`src/rtl/id_ex_operand_stage_if.sv`:
```
// Bundle of decode-side inputs, forwarding taps and EX-side outputs of the ID/EX operand stage.
// master drives the ID/forwarding side; slave is the pipeline register itself.
interface id_ex_operand_stage_if #(
    parameter int unsigned DATA_W = 32,
    parameter int unsigned REG_AW = 5
);
    logic [DATA_W-1:0] id_rs_data;
    logic [DATA_W-1:0] id_rt_data;
    logic [REG_AW-1:0] id_rs;
    logic [REG_AW-1:0] id_rt;
    logic [REG_AW-1:0] id_rd;
    logic [5:0]        id_op;
    logic [4:0]        id_shamt;
    logic [3:0]        id_ctrl;
    logic              flush;
    logic              ex_mem_reg_write;
    logic [REG_AW-1:0] ex_mem_rd;
    logic [DATA_W-1:0] ex_mem_result;
    logic              mem_wb_reg_write;
    logic [REG_AW-1:0] mem_wb_rd;
    logic [DATA_W-1:0] mem_wb_data;
    logic              stall;
    logic [DATA_W-1:0] ex_source1;
    logic [DATA_W-1:0] ex_source2;
    logic [5:0]        ex_operation;
    logic [4:0]        ex_shamt;
    logic [REG_AW-1:0] ex_rd;
    logic [3:0]        ex_ctrl;

    modport master (
        output id_rs_data, id_rt_data, id_rs, id_rt, id_rd, id_op, id_shamt, id_ctrl, flush,
        output ex_mem_reg_write, ex_mem_rd, ex_mem_result,
        output mem_wb_reg_write, mem_wb_rd, mem_wb_data,
        input  stall, ex_source1, ex_source2, ex_operation, ex_shamt, ex_rd, ex_ctrl
    );

    modport slave (
        input  id_rs_data, id_rt_data, id_rs, id_rt, id_rd, id_op, id_shamt, id_ctrl, flush,
        input  ex_mem_reg_write, ex_mem_rd, ex_mem_result,
        input  mem_wb_reg_write, mem_wb_rd, mem_wb_data,
        output stall, ex_source1, ex_source2, ex_operation, ex_shamt, ex_rd, ex_ctrl
    );
endinterface

```
`src/rtl/id_ex_operand_stage.sv`:
```
// ID/EX pipeline register feeding the ALU, with operand forwarding and hazard stall.
// Define ID_EX_FORWARD_EN for forwarding + load-use stall; otherwise no forwarding, stall on any RAW.
module id_ex_operand_stage #(
    parameter int unsigned DATA_W = 32,
    parameter int unsigned REG_AW = 5
) (
    input logic                  clk,
    input logic                  rst,
    id_ex_operand_stage_if.slave bus
);
    logic [DATA_W-1:0] r_rs_data;
    logic [DATA_W-1:0] r_rt_data;
    logic [REG_AW-1:0] r_rs;
    logic [REG_AW-1:0] r_rt;
    logic [REG_AW-1:0] r_rd;
    logic [5:0]        r_op;
    logic [4:0]        r_shamt;
    logic [3:0]        r_ctrl;

    logic              w_stall;
    logic [DATA_W-1:0] w_src1;
    logic [DATA_W-1:0] w_src2;

`ifdef ID_EX_FORWARD_EN
    logic w_ld_hit_rs;
    logic w_ld_hit_rt;

    assign w_ld_hit_rs = (r_rd == bus.id_rs);
    assign w_ld_hit_rt = (r_rd == bus.id_rt);
    assign w_stall     = r_ctrl[2] && (r_rd != '0) && (w_ld_hit_rs || w_ld_hit_rt);

    // EX/MEM holds the newer value, so it is tested first; register 0 is never forwarded.
    always_comb begin
        w_src1 = r_rs_data;
        if (bus.ex_mem_reg_write && (bus.ex_mem_rd != '0) && (bus.ex_mem_rd == r_rs)) begin
            w_src1 = bus.ex_mem_result;
        end else if (bus.mem_wb_reg_write && (bus.mem_wb_rd != '0) && (bus.mem_wb_rd == r_rs)) begin
            w_src1 = bus.mem_wb_data;
        end
    end

    always_comb begin
        w_src2 = r_rt_data;
        if (bus.ex_mem_reg_write && (bus.ex_mem_rd != '0) && (bus.ex_mem_rd == r_rt)) begin
            w_src2 = bus.ex_mem_result;
        end else if (bus.mem_wb_reg_write && (bus.mem_wb_rd != '0) && (bus.mem_wb_rd == r_rt)) begin
            w_src2 = bus.mem_wb_data;
        end
    end
`else
    logic w_raw_rs;
    logic w_raw_rt;
    logic w_unused_fwd;

    // Without forwarding, any in-flight writer of a source register must drain first.
    assign w_raw_rs = (bus.id_rs != '0) &&
                      ((r_ctrl[3] && (r_rd == bus.id_rs)) ||
                       (bus.ex_mem_reg_write && (bus.ex_mem_rd == bus.id_rs)));
    assign w_raw_rt = (bus.id_rt != '0) &&
                      ((r_ctrl[3] && (r_rd == bus.id_rt)) ||
                       (bus.ex_mem_reg_write && (bus.ex_mem_rd == bus.id_rt)));
    assign w_stall  = w_raw_rs || w_raw_rt;

    assign w_src1 = r_rs_data;
    assign w_src2 = r_rt_data;

    assign w_unused_fwd = ^{bus.ex_mem_result, bus.mem_wb_reg_write, bus.mem_wb_rd,
                            bus.mem_wb_data, r_rs, r_rt};
`endif

    always_ff @(posedge clk) begin
        if (rst || bus.flush || w_stall) begin
            r_rs_data <= '0;
            r_rt_data <= '0;
            r_rs      <= '0;
            r_rt      <= '0;
            r_rd      <= '0;
            r_op      <= '0;
            r_shamt   <= '0;
            r_ctrl    <= '0;
        end else begin
            r_rs_data <= bus.id_rs_data;
            r_rt_data <= bus.id_rt_data;
            r_rs      <= bus.id_rs;
            r_rt      <= bus.id_rt;
            r_rd      <= bus.id_rd;
            r_op      <= bus.id_op;
            r_shamt   <= bus.id_shamt;
            r_ctrl    <= bus.id_ctrl;
        end
    end

    assign bus.stall        = w_stall;
    assign bus.ex_source1   = w_src1;
    assign bus.ex_source2   = w_src2;
    assign bus.ex_operation = r_op;
    assign bus.ex_shamt     = r_shamt;
    assign bus.ex_rd        = r_rd;
    assign bus.ex_ctrl      = r_ctrl;
endmodule

```
`src/flat_wrapper.sv`:
```
// flat-port wrapper written by rule: the top's interface ports become plain ports
module id_ex_operand_stage_flat 
#(
    parameter int unsigned DATA_W = 32,
    parameter int unsigned REG_AW = 5
)
  (clk, rst, bus_id_rs_data, bus_id_rt_data, bus_id_rs, bus_id_rt, bus_id_rd, bus_id_op, bus_id_shamt, bus_id_ctrl, bus_flush, bus_ex_mem_reg_write, bus_ex_mem_rd, bus_ex_mem_result, bus_mem_wb_reg_write, bus_mem_wb_rd, bus_mem_wb_data, bus_stall, bus_ex_source1, bus_ex_source2, bus_ex_operation, bus_ex_shamt, bus_ex_rd, bus_ex_ctrl);
  id_ex_operand_stage_if #(.DATA_W(DATA_W), .REG_AW(REG_AW)) bus_i ();
  input logic clk;
  input logic rst;
  input wire logic [$bits(bus_i.id_rs_data)-1:0] bus_id_rs_data;
  input wire logic [$bits(bus_i.id_rt_data)-1:0] bus_id_rt_data;
  input wire logic [$bits(bus_i.id_rs)-1:0] bus_id_rs;
  input wire logic [$bits(bus_i.id_rt)-1:0] bus_id_rt;
  input wire logic [$bits(bus_i.id_rd)-1:0] bus_id_rd;
  input wire logic [$bits(bus_i.id_op)-1:0] bus_id_op;
  input wire logic [$bits(bus_i.id_shamt)-1:0] bus_id_shamt;
  input wire logic [$bits(bus_i.id_ctrl)-1:0] bus_id_ctrl;
  input wire logic [$bits(bus_i.flush)-1:0] bus_flush;
  input wire logic [$bits(bus_i.ex_mem_reg_write)-1:0] bus_ex_mem_reg_write;
  input wire logic [$bits(bus_i.ex_mem_rd)-1:0] bus_ex_mem_rd;
  input wire logic [$bits(bus_i.ex_mem_result)-1:0] bus_ex_mem_result;
  input wire logic [$bits(bus_i.mem_wb_reg_write)-1:0] bus_mem_wb_reg_write;
  input wire logic [$bits(bus_i.mem_wb_rd)-1:0] bus_mem_wb_rd;
  input wire logic [$bits(bus_i.mem_wb_data)-1:0] bus_mem_wb_data;
  output wire logic [$bits(bus_i.stall)-1:0] bus_stall;
  output wire logic [$bits(bus_i.ex_source1)-1:0] bus_ex_source1;
  output wire logic [$bits(bus_i.ex_source2)-1:0] bus_ex_source2;
  output wire logic [$bits(bus_i.ex_operation)-1:0] bus_ex_operation;
  output wire logic [$bits(bus_i.ex_shamt)-1:0] bus_ex_shamt;
  output wire logic [$bits(bus_i.ex_rd)-1:0] bus_ex_rd;
  output wire logic [$bits(bus_i.ex_ctrl)-1:0] bus_ex_ctrl;
  assign bus_i.id_rs_data = bus_id_rs_data;
  assign bus_i.id_rt_data = bus_id_rt_data;
  assign bus_i.id_rs = bus_id_rs;
  assign bus_i.id_rt = bus_id_rt;
  assign bus_i.id_rd = bus_id_rd;
  assign bus_i.id_op = bus_id_op;
  assign bus_i.id_shamt = bus_id_shamt;
  assign bus_i.id_ctrl = bus_id_ctrl;
  assign bus_i.flush = bus_flush;
  assign bus_i.ex_mem_reg_write = bus_ex_mem_reg_write;
  assign bus_i.ex_mem_rd = bus_ex_mem_rd;
  assign bus_i.ex_mem_result = bus_ex_mem_result;
  assign bus_i.mem_wb_reg_write = bus_mem_wb_reg_write;
  assign bus_i.mem_wb_rd = bus_mem_wb_rd;
  assign bus_i.mem_wb_data = bus_mem_wb_data;
  assign bus_stall = bus_i.stall;
  assign bus_ex_source1 = bus_i.ex_source1;
  assign bus_ex_source2 = bus_i.ex_source2;
  assign bus_ex_operation = bus_i.ex_operation;
  assign bus_ex_shamt = bus_i.ex_shamt;
  assign bus_ex_rd = bus_i.ex_rd;
  assign bus_ex_ctrl = bus_i.ex_ctrl;
  id_ex_operand_stage #(.DATA_W(DATA_W), .REG_AW(REG_AW)) u_core (.clk(clk), .rst(rst), .bus(bus_i));
endmodule
```
`config.mk`:
```
export PLATFORM = sky130hd
export DESIGN_NAME = id_ex_operand_stage_flat
export DESIGN_NICKNAME = d
export VERILOG_FILES = /design/src/rtl/id_ex_operand_stage_if.sv /design/src/rtl/id_ex_operand_stage.sv /design/src/flat_wrapper.sv
export SDC_FILE = /design/constraint.sdc
export NUM_CORES = 1
export LEC_CHECK = 0
export ABC_AREA = 0
export BUFFER_PORTS_ARGS = -buffer_cell sky130_fd_sc_hd__buf_2
export CORE_AREA = 2 2 100 102
export DETAILED_ROUTE_END_ITERATION = 8
export DIE_AREA = 0 0 102 104
export PLACE_DENSITY = 0.7
export SLEW_MARGIN = 20
export SYNTH_ARGS = -nofsm -noshare
export SYNTH_HDL_FRONTEND = slang
export SYNTH_SLANG_ARGS = --single-unit
```
`constraint.sdc`:
```
create_clock -name clk -period 5 [get_ports clk]
set_input_delay 1 -clock clk [delete_from_list [all_inputs] [get_ports clk]]
set_output_delay 1 -clock clk [all_outputs]
set_load 0.03 [all_outputs]
```
==> metrics.txt, run 1 <==
final instance area a little under 4000 µm²; ratio of cells with drive above 1 in the final layout 0.515; synthesis-to-finish area growth 46.2%; number of setup violations in the final report 0; Post-CTS Hold Fix Bufs 0; Initial Util 0.276; fillcell total approximately 1,000; Horiz. Die Dim ~100 µm; Fin. Hold Viols 0; relative slew slack 0.573; total gr overflow 0; clk sinks between 80 and 90; Site Rows 36; fmax 293 MHz; Post-Syn Area per Cell around 12 µm²; Tmin final 3410 ps; largest cells by area after synthesis dfxtp_1, and3_1, xnor2_1; initial drt markers 34; cell taking the most area after synthesis dfxtp_1; CTS resizes 0; crit start category input pin; crit path kind input pin to primary output; status complete, no violations; Placed Area 3640 µm²; pin count of the biggest net entering global routing 85; Unique masters post-synth 17; Clock Skew a little over 10 ps; first-pass GRT wire length a little over 10,000 µm; DRT antenna net count 0; GPL Wtd Cong 0.687; clk slew on worst S/H paths roughly 80 ps; Worst path slowest cell or4_4; RSZ-0062 raised after global routing no; # Post-CTS Setup Buffers 0; critical path's top delay family simple AND/OR/NAND/NOR gates; maximum VDD drop about 180 µV; vias in the first global route ~2,300; DR WL/cell 12.8 µm; cell mode on critical path buf_2; pre-CTS setup slack around 1600 ps; diodes inserted 0; Mapped Cells 225; Syn Nets about 400; Num CTS Buffers 9; clk buf depth 2; CTS tree done; setup ws final 1590 ps; Die Ht around 100 µm; Buf/Inv on CP 3; gr usage total 0.126; r2r setup slk approximately 3200 ps; Final TNS setup 0 ps; Routed WL 6950 µm; critical path data required time about 4000 ps; critical-path cell list buf_2, or4_4, nor2_4, nor3_1, nor4_4, inv_1, buf_2; crit path max fanout 3; Yosys reg bits 84; final period utilization 0.682; Post-layout nets 580; initial antenna violation count 0; vias per cell between 4 and 5; IO Count around 260; hold crit path type input pin to flip-flop; Netlist Area Pre-Place between 2000 and 3000 µm²; post-synthesis sequential area ratio 0.638; PwrDens about 370 nW/µm²; Synth top area share 0.638; Die ar. between 10,000 and 15,000 µm²; Final HPWL DP ~5100 µm; max-slew violations 0; Slew @ Worst Pin ~640 ps; 1st-pass router iterations 4; Root Buffer clkbuf_8; core region area 9550 µm²; Yosys Warn Count 0; slowest stage delay, CP 540 ps; DRC Markers 0; max-capacitance violation count 0; # port buffers ~190; Clock Latency Late Sink 340 ps; htree depth 3; Via Count 2,270; Hold Slack 875 ps; Leak 2.20 nW; Tot Pwr between 1 and 1.5 mW; Worst EP arrival around 2400 ps; crit end category primary output
## routing by layer
layer / GRT usage / part of all wire
met5: 0 / 0
met4: 0.0505 / 0.013
met3: 0.0517 / 0.088
met2: 0.221 / 0.51
met1: 0.132 / 0.39
## worst paths after layout
path                                    startpoint                                    to  cells past startpoint
setup / recovery                      bus_id_rs[0]                             bus_stall                      7
hold / removal                  bus_id_rt_data[18]  u_core.bus.ex_source2[18]$_SDFF_PP0_                      2
setup reg to reg    u_core.bus.ex_rd[2]$_SDFF_PP0_  u_core.bus.ex_source1[23]$_SDFF_PP0_                      6
hold reg to reg   u_core.bus.ex_ctrl[3]$_SDFF_PP0_  u_core.bus.ex_source2[27]$_SDFF_PP0_                      5
## cells by family after synthesis
logic type	synth area share
buf+inv	0.0518
flops	0.638
xor+xnor	0.0665
simple gates	0.244
## registers in the layout (all words and copies together) (netlist names)
signal / flops
u_core.bus.ex_source2: 32
u_core.bus.ex_shamt: 5
u_core.bus.ex_operation: 6
u_core.bus.ex_rd: 5
u_core.bus.ex_source1: 32
u_core.bus.ex_ctrl: 4
## synthesized netlist by cell type (all sizes together)
cell	count
and3	84
buf	6
clkbuf	12
dfxtp	84
inv	1
nand2	4
nand4	4
nor2	3
nor3	4
nor4	1
or4	2
xnor2	20
## stage by stage
stage          std cells  utilization
3_3_place_gp         529        0.381
3_5_place_dp         529        0.381
2_1_floorplan        225            -
4_1_cts              545        0.404
6_report             545        0.404
5_1_grt              545        0.404
## final cells by class
type,instances,area (µm²),area share
clock buffers,12,145,0.0377
clock inverters,4,72.6,0.0188
inverters,1,3.75,0.000974
multi-input cells,122,833,0.216
flip-flops and latches,84,1680,0.436
well taps,133,166,0.0432
repair buffers,189,951,0.247
## where the power goes
group          internal [mW]  switching (mW)
clock network          0.295           0.226
logic                 0.0755           0.114
registers              0.698         0.00821
## layout by cell type (no fill, tap or decap)
master      Yosys  routed
buf_2           0     187
dfxtp_1        84      84
and3_1         79      79
xnor2_1        20      20
clkbuf_8        0      10
and3_2          5       5
nand2_1         4       4
nand4_1         4       4
nor3_1          4       4
nor2_4          1       2
clkbuf_1       11       2
bufinv_16       0       2
buf_4           0       2
or4_4           1       1
or4_1           1       1
nor2_1          2       1
nor4_4          0       1
inv_1           1       1
clkinvlp_4      0       1
clkinv_2        0       1
(Power assumes the default switching activity.)
==> run 2: changes to the inputs <==
Settings changed: ABC_AREA 0 to 1, PLACE_DENSITY 0.7 to 0.78.
Clock period 5 ns to 3.5 ns, I/O delays scaled along.
==> run 2 against run 1 <==
Net effect: sequential share of layout area down 6.3 points; clock power up 27%; critical endpoint unchanged; sequential cell count unchanged; largest power group unchanged.
==> metrics.txt, run 2 <==
status complete, no violations (unchanged); fmax approximately 430 MHz; Initial Util 0.348 (was 0.276); largest family of logic cells by synthesized area simple AND/OR/NAND/NOR gates (unchanged); Yosys Warn Count 0 (unchanged); Worst path slowest cell buf_2 (was or4_4); fillcell total 955 (was 1,007); cell taking the most area after synthesis dfxtp_1 (unchanged); Site Rows 36 (unchanged); RSZ-0062 raised after global routing no (unchanged); Via Count 2,760 (was 2,270); first-pass GRT wire length 11,700 µm (was 10,300 µm); CTS resizes 0 (unchanged); clk slew on worst S/H paths 90 ps (was 80 ps); critical path's top delay family simple AND/OR/NAND/NOR gates (unchanged); crit path kind input pin to primary output (unchanged); ratio of cells with drive above 1 in the final layout 0.484 (was 0.515); htree depth 3 (unchanged); Post-CTS Hold Fix Bufs 0 (unchanged); max-slew violations 0 (unchanged); area of the multi-input gates 1110 µm² (was 833 µm²); vias in the first global route 2,765 (was 2,296); Final TNS setup 0 ps (unchanged); r2r setup slk 1850 ps (was 3150 ps); most frequent cells in the layout buf_2, inv_1, dfxtp_1 (was buf_2, dfxtp_1, and3_1); synthesis-to-finish area growth 35.7% (was 46.2%); Leak 2.57 nW (was 2.20 nW); gr usage total 0.141 (was 0.126); relative slew slack 0.707 (was 0.573); Slew @ Worst Pin 439 ps (was 641 ps); Yosys reg bits 84 (unchanged); Tot Pwr 2.02 mW (was 1.42 mW); main flop type after synthesis dfxtp_1 (unchanged); largest cells by area after synthesis dfxtp_1, nor2_4, inv_1 (was dfxtp_1, and3_1, xnor2_1); Netlist Area Pre-Place 3320 µm² (was 2640 µm²); Mapped Cells 364 (was 225); total gr overflow 0 (unchanged); mux share of post-synthesis cell area 0 (unchanged); DRT antenna net count 0 (unchanged); # Post-CTS Setup Buffers 0 (unchanged); min-delay src bus_id_shamt[0] (was bus_id_rt_data[18]); EDFF count, synth 0 (unchanged); Clock Skew 12.4 ps (was 10.2 ps); critical-path cell list buf_2, inv_1, nand2_1, nand2_1, nor2_1, nand3_1, nand2_1, nand2_2, nand2_1, buf_2 (was buf_2, or4_4, nor2_4, nor3_1, nor4_4, inv_1, buf_2); Die Ht 104 µm (unchanged); max-capacitance violation count 0 (unchanged); Critical R2R Launch u_core.bus.ex_rd[3]$_SDFF_PP0_ (was u_core.bus.ex_rd[2]$_SDFF_PP0_); cell mode on critical path nand2_1 (was buf_2); Clock Latency Late Sink 350 ps (was 340 ps); Worst EP arrival 1630 ps (was 2410 ps); Horiz. Die Dim 102 µm (unchanged); Placed Area 4320 µm² (was 3640 µm²); post-synthesis sequential area ratio 0.506 (was 0.638); Unique masters post-synth 14 (was 17); IO Count 258 (unchanged); diodes inserted 0 (unchanged); Syn Nets 537 (was 398); final period utilization 0.664; Post-synth ARST share 0 (unchanged); initial drt markers 60 (was 34); Fin. Hold Viols 0 (unchanged); Post-Syn Area per Cell 9.12 µm² (was 11.7 µm²); clk sinks 84 (unchanged); Buf/Inv on CP 3 (unchanged); critical path data required time 2800 ps (was 4000 ps); Post-Synth XOR/XNOR Area 0 (was 0.0665); PwrDens 448 nW/µm² (was 368 nW/µm²); register area 1680 µm² (unchanged); crit end category primary output (unchanged); simple-gate share of the synthesized area 0.330 (was 0.244); DR WL/cell 10.7 µm (was 12.8 µm); Root Buffer clkbuf_8 (unchanged); CTS tree done (unchanged); GPL Wtd Cong 0.915 (was 0.687); crit start category input pin (unchanged); post-synthesis compound-gate area fraction 0.00301 (was 0); maximum VDD drop 220 µV (was 176 µV); pin count of the biggest net entering global routing 47 (was 85); core region area 9550 µm² (unchanged); Post-layout nets 728 (was 580); initial antenna violation count 0 (unchanged); DRC Markers 0 (unchanged); # port buffers 187 (unchanged); final instance area 4510 µm² (was 3850 µm²); post-synthesis adder-cell area fraction 0 (unchanged); Num CTS Buffers 9 (unchanged); vias per cell 3.98 (was 4.17); 1st-pass router iterations 4 (unchanged); Die ar. 10,600 µm² (unchanged); count leader, synth inv_1 (was dfxtp_1); hold crit path type input pin to flip-flop (unchanged); Crit. Startpoint bus_id_rs[4] (was bus_id_rs[0]); slowest stage delay, CP 190 ps (was 540 ps); Routed WL 7420 µm (was 6950 µm); commonest non-fill, non-tap cell in the layout buf_2 (unchanged); commonest cells in the netlist inv_1, dfxtp_1, nor2_4 (was dfxtp_1, and3_1, xnor2_1); number of setup violations in the final report 0 (unchanged); crit path max fanout 3 (unchanged); Synth top area share 0.506 (was 0.638); Final HPWL DP 5910 µm (was 5090 µm); Tmin final around 2300 ps; clk buf depth 2 (unchanged)
## run 2: path summary, 6_finish.rpt
| path | endpoint | cells past startpoint |
|---|---|---|
| hold / removal | u_core.bus.ex_shamt[0]$_SDFF_PP0_ | 3 |
| setup reg to reg | u_core.bus.ex_source2[30]$_SDFF_PP0_ | 10 |
| setup / recovery | bus_stall | 10 |
| hold reg to reg | u_core.bus.ex_source1[24]$_SDFF_PP0_ | 8 |
## run 2: kinds of logic after synthesis
family / Yosys count
DFF: 84
buffers and inverters: 111
and+or+nand+nor: 167
AOI/OAI and AO/OA: 2
## run 2: metal layers
metal	global-route usage	part of all wire	wire, µm
met1	0.131	0.35	2610
met2	0.254	0.53	3950
met3	0.0558	0.086	634
met4	0.0819	0.030	222
met5	0	0	0
## run 2: tightest hold or removal path: stages
cell	delay, ps
buf_2	90
inv_1	40
nor2_1	30
## run 2: report_power, final
group          leakage, nW  internal, mW  switching (mW)
sequential           0.689         0.997          0.0124
clock               0.0866         0.330           0.330
combinational         1.79         0.118           0.229
total                 2.57          1.45           0.571
## run 2: final cells by class
| type | count | area share |
|---|---|---|
| multi-input cells | 169 | 0.247 |
| clock inverters | 4 | 0.0111 |
| flip-flops and latches | 84 | 0.373 |
| clock buffers | 12 | 0.0300 |
| inverters | 102 | 0.0850 |
| well taps | 133 | 0.0369 |
| repair buffers | 189 | 0.217 |
## run 2: through the flow
step	instances	worst slack (ps)	hold WS (ps)	util
3_3_place_gp	677	1190	913	0.452
3_5_place_dp	677	1180	921	0.452
6_report	693	1170	557	0.472
4_1_cts	693	1180	528	0.472
2_1_floorplan	364	1480	812	-
5_1_grt	693	1070	531	0.472
